$ cat config.mk
export PLATFORM = sky130hd
export DESIGN_NAME = mux_nto1_reg
export DESIGN_NICKNAME = d
export VERILOG_FILES = /design/src/rtl/mux_nto1_reg.sv
export SDC_FILE = /design/constraint.sdc
export NUM_CORES = 1
export LEC_CHECK = 0
export CORE_MARGIN = 1.5
export CORE_UTILIZATION = 43
export CTS_CLUSTER_DIAMETER = 80
export DETAILED_ROUTE_END_ITERATION = 10
export GPL_TIMING_DRIVEN = 0
export PLACE_DENSITY = 0.78
export SETUP_SLACK_MARGIN = 0.15
export SYNTH_ARGS = -nofsm -noshare
export SYNTH_HDL_FRONTEND = slang
export SYNTH_SLANG_ARGS = --single-unit
$ cat constraint.sdc
create_clock -name clk -period 1.9 [get_ports clk]
set_input_delay 0.19 -clock clk [delete_from_list [all_inputs] [get_ports clk]]
set_output_delay 0.19 -clock clk [all_outputs]
set_load 0.05 [all_outputs]
$ cat src/rtl/mux_nto1_reg.sv
// N-input, W-bit registered selector with valid/ready on both sides and a two-entry skid buffer.
// Optional select range check is enabled by defining MUX_SEL_RANGE_CHECK_EN.
module mux_nto1_reg #(
  parameter int W = 32,
  parameter int N = 4,
  localparam int S = (N > 2) ? $clog2(N) : 1
) (
  input  logic           clk,
  input  logic           rst_n,
  input  logic           flush,
  input  logic [N*W-1:0] in_data,
  input  logic [S-1:0]   in_sel,
  input  logic           in_valid,
  output logic           in_ready,
  output logic [W-1:0]   out_data,
  output logic [S-1:0]   out_sel,
  output logic           out_err,
  output logic           out_valid,
  input  logic           out_ready
);

  // Handshake: a beat moves on a side exactly in a cycle where valid & ready
  // are both high at the rising edge; valid never waits on ready.
  typedef enum logic [1:0] {
    EMPTY = 2'd0,
    ONE   = 2'd1,
    TWO   = 2'd2
  } state_t;

  state_t state, state_next;

  logic         in_acc, out_acc;
  logic         load_main, load_skid, main_from_skid;
  logic [W-1:0] pick_data, beat_data;
  logic [W-1:0] main_data, skid_data;
  logic [S-1:0] main_sel, skid_sel;

  assign in_ready  = (state != TWO);
  assign out_valid = (state != EMPTY);
  assign in_acc    = in_valid & in_ready;
  assign out_acc   = out_valid & out_ready;

  // Out-of-range selects fall back to channel 0 unless the range check replaces them.
  always_comb begin
    pick_data = in_data[W-1:0];
    for (int k = 0; k < N; k++) begin
      if (in_sel == S'(k)) pick_data = in_data[k*W +: W];
    end
  end

`ifdef MUX_SEL_RANGE_CHECK_EN
  logic beat_err, main_err, skid_err;

  always_comb begin
    beat_err = 1'b1;
    for (int k = 0; k < N; k++) begin
      if (in_sel == S'(k)) beat_err = 1'b0;
    end
  end

  assign beat_data = beat_err ? '0 : pick_data;
  assign out_err   = main_err;

  always_ff @(posedge clk or negedge rst_n) begin
    if (!rst_n) begin
      main_err <= 1'b0;
      skid_err <= 1'b0;
    end else begin
      if (load_main)           main_err <= beat_err;
      else if (main_from_skid) main_err <= skid_err;
      if (load_skid)           skid_err <= beat_err;
    end
  end
`else
  assign beat_data = pick_data;
  assign out_err   = 1'b0;
`endif

  always_ff @(posedge clk or negedge rst_n) begin
    if (!rst_n) state <= EMPTY;
    else        state <= state_next;
  end

  // flush wins over every transition; a beat accepted alongside it is dropped.
  always_comb begin
    state_next     = state;
    load_main      = 1'b0;
    load_skid      = 1'b0;
    main_from_skid = 1'b0;
    if (flush) begin
      state_next = EMPTY;
    end else begin
      case (state)
        EMPTY: begin
          if (in_acc) begin
            load_main  = 1'b1;
            state_next = ONE;
          end
        end
        ONE: begin
          if (in_acc && out_acc) begin
            load_main = 1'b1;
          end else if (in_acc) begin
            load_skid  = 1'b1;
            state_next = TWO;
          end else if (out_acc) begin
            state_next = EMPTY;
          end
        end
        TWO: begin
          if (out_acc) begin
            main_from_skid = 1'b1;
            state_next     = ONE;
          end
        end
        default: state_next = EMPTY;
      endcase
    end
  end

  always_ff @(posedge clk or negedge rst_n) begin
    if (!rst_n) begin
      main_data <= '0;
      main_sel  <= '0;
      skid_data <= '0;
      skid_sel  <= '0;
    end else begin
      if (load_main) begin
        main_data <= beat_data;
        main_sel  <= in_sel;
      end else if (main_from_skid) begin
        main_data <= skid_data;
        main_sel  <= skid_sel;
      end
      if (load_skid) begin
        skid_data <= beat_data;
        skid_sel  <= in_sel;
      end
    end
  end

  assign out_data = main_data;
  assign out_sel  = main_sel;

endmodule

==> results <==
==> per-layer routing <==
metal	GRT usage, %	routed length [um]
met1	24.0	3710
met2	37.1	5000
met3	4.61	663
met4	7.48	139
met5	0	0
==> power groups by stage <==
stage	clock, W	sequential (W)	combinational (W)
6_report	0.00113	0.00213	0.00228
5_1_grt	0.00122	0.00218	0.00240
4_1_cts	0.00116	0.00213	0.00231
3_5_place_dp	0	0.00216	0.00231
3_3_place_gp	0	0.00212	0.00225
2_1_floorplan	0	0.00275	0.000837
==> cells in the final DEF, fill, tap and decap left out, drive strengths merged, types with 2 or more instances in the layout <==
cell type	n
nand3b	2
nand2	2
clkdlybuf4s50	156
dfrtp	70
dlygate4sd2	4
clkbuf	15
mux2	102
buf	20
dlymetal6s2s	7
mux4	32
==> sequential cells by signal, indices dropped and copies added (netlist names) <==
| register | flops |
|---|---|
| out_data | 32 |
| out_sel | 2 |
| skid_data | 32 |
| skid_sel | 2 |
| state | 2 |
==> layout make-up <==
cell class                 instances  area (um^2)
buffer                            19          146
clock buffer                      11          141
clock inverter                     2         35.0
fill                             647         2810
inverter                           1         3.75
multi-input combinational        149         2100
sequential                        70         1750
tap                              108          135
timing repair buffer             172         1720
==> worst max path at each step <==
stage,startpoint,endpoint,cells after the start
CTS,state[0]$_DFFE_PN0P_,out_data[17]$_DFFE_PN0P_,5
global placement,rst_n,out_data[18]$_DFFE_PN0P_,1
detailed placement,out_ready,out_data[9]$_DFFE_PN0P_,6
finish,state[0]$_DFFE_PN0P_,out_data[24]$_DFFE_PN0P_,5
global route,state[0]$_DFFE_PN0P_,out_data[9]$_DFFE_PN0P_,5
floorplan,state[0]$_DFFE_PN0P_,out_data[10]$_DFFE_PN0P_,5
==> what timing repair did <==
item,in CTS,in global routing
buffers inserted,2,2
pin swaps,1,0
gates resized for setup,8,11
setup endpoints to repair,50,34
==> logic make-up (layout without fill, tap and decap cells) <==
kind of cell	count (synthesis)	in the layout	share of synthesized area (%)
muxes	135	135	50.2
AOI/OAI and AO/OA	4	4	0.788
buffers and inverters	20	205	3.12
and+or+nand+nor	9	9	1.67
DFF	70	70	44.1
other	1	1	0.0945
==> cells in the mapped netlist <==
cell,number
a21oi_1,1
o21ba_2,1
or3b_2,1
mux2_4,30
dfrtp_1,70
nor2_1,1
a211oi_1,1
or2_2,1
buf_6,4
nand3b_1,2
clkbuf_1,4
inv_1,1
mux2_2,72
conb_1,1
mux2i_1,1
and4bb_1,1
nor3b_2,1
buf_4,2
nand2_1,2
buf_2,9
o21ai_2,1
mux4_2,32
==> through the flow <==
step / TNS (ps) / total power, W / setup slack, ps
6_report: 0 / 0.00554 / 182
3_5_place_dp: -9830 / 0.00446 / -191
4_1_cts: 0 / 0.00561 / 153
2_1_floorplan: 0 / 0.00358 / 274
5_1_grt: 0 / 0.00581 / 137
3_3_place_gp: -125010 / 0.00437 / -1670
==> results.sh <==
export IMPL_max_vdd_ir_drop_v=0.000452
export IMPL_internal_power_w=0.00372
export IMPL_power_leakage_nw=2.52
export IMPL_finalHoldViolCount=26
export IMPL_reg2reg_depth=5
export IMPL_critPathRequiredTime_ps=2110
export IMPL_cap_violations=0
export IMPL_drt_iter0_markers=53
export IMPL_worst_slew_pin_transition_ps=892
export IMPL_avgViaCountPerCell=5.36
export IMPL_die_area_um2=9810
export IMPL_postCtsHoldBufs=0
export IMPL_syn_area_per_cell_um2=16.6
export IMPL_cp_arrival_ps=1930
export IMPL_crit_fanout=10
export IMPL_hpwl_um=7280
export IMPL_gp_congestion=0.699
export IMPL_drc=0
export IMPL_hp_class="input port to async pin"
export IMPL_num_rows=34
export IMPL_grt_pass1_wl_um=15500
export IMPL_cts_root_buf="clkbuf_8"
export IMPL_grt_usage_pct=20.5
export IMPL_finalCritPeriodShare_pct=90.4
export IMPL_critPathKind="register to register"
export IMPL_synthDistinctLibCells=22
export IMPL_ant_nets=0
export IMPL_slowest_delay_ps=420
export IMPL_status="finished with violations"
export IMPL_numPortBuffers=168
export IMPL_via_count=2850
export IMPL_final_cells=532
export IMPL_insertedDiodeCount=0
export IMPL_clkSlewWorstSetupHoldPaths_ps=70
export IMPL_fp_dieH_um=99.1
export IMPL_ys_ff_latch=70
export IMPL_yosysWarnings=0
export IMPL_placed_cells=515
export IMPL_clock_sinks=70
export IMPL_htree_levels=3
export IMPL_rsz0062_at_grt="yes"
export IMPL_path_buf_inv=2
export IMPL_cts_tree="done"
export IMPL_synth_area_top_cells="dfrtp_1 (44%), mux2_2 (20%), mux4_2 (18%), mux2_4 (11%), buf_2 (1.1%)"
export IMPL_p_per_area_nw_per_um2=917
export IMPL_start_kind="register"
export IMPL_start_util_pct=44.9
export IMPL_crit_path_end_kind="register"
export IMPL_synth_fp_nets=374
export IMPL_yosysTopAreaCell="dfrtp_1"
export IMPL_utilization_pct=68.2
export IMPL_p_sw_w=0.00182
export IMPL_drive_gt1_share_pct=40.6
export IMPL_overflow=0
export IMPL_r2r_start="state[0]$_DFFE_PN0P_"
export IMPL_cts_buffers=9
export IMPL_combPwrFrac_pct=41.2
export IMPL_drt_wl_total_um=9510
export IMPL_finClkSkew_ps=10.1
export IMPL_postSynthCellCount=239
export IMPL_dieWidth_um=99.1
export IMPL_stdcell_area_um2=6040
export IMPL_relSlewSlack_pct=40.6
export IMPL_dr_pass1_iters=4
export IMPL_grt_max_degree=71
export IMPL_holdWs_ps=-35.8
export IMPL_switching_share_pct=32.9
export IMPL_insertion_delay_ps=340
export IMPL_core_um2=8850
export IMPL_nNetsFinal=557
export IMPL_failed_checks="negative hold slack"
export IMPL_r2r_end="out_data[24]$_DFFE_PN0P_"
export IMPL_path_cells="and4bb_1 -> buf_6 -> buf_12 -> mux2_4 -> mux2_2"
export IMPL_r2r_slack_ps=180
export IMPL_seqPwrFrac_pct=38.4
export IMPL_place_area_um2=5780
export IMPL_clockBufferDepth=2
export IMPL_crit_slowest_cell="dfrtp_1"
export IMPL_ys_seq_area_share_pct=44.1
export IMPL_grt_pass1_vias=3238
export IMPL_boundaryPins=172
export IMPL_wl_per_cell_um=17.9
export IMPL_cp_top_family="multiplexers"
export IMPL_synth_top_cell_area_share_pct=44.1
export IMPL_antenna_found_initial=0
export IMPL_clkPwrFrac_pct=20.3
export IMPL_max_freq_ghz=0.582
export IMPL_slew_viol_final=0
export IMPL_area_growth_pct=52.1
export IMPL_syn_area_um2=3970
export IMPL_setup_viol=0
export IMPL_finalWorstPathRequiredPeriod_ps=1720
Power figures use the tool's default switching activity.
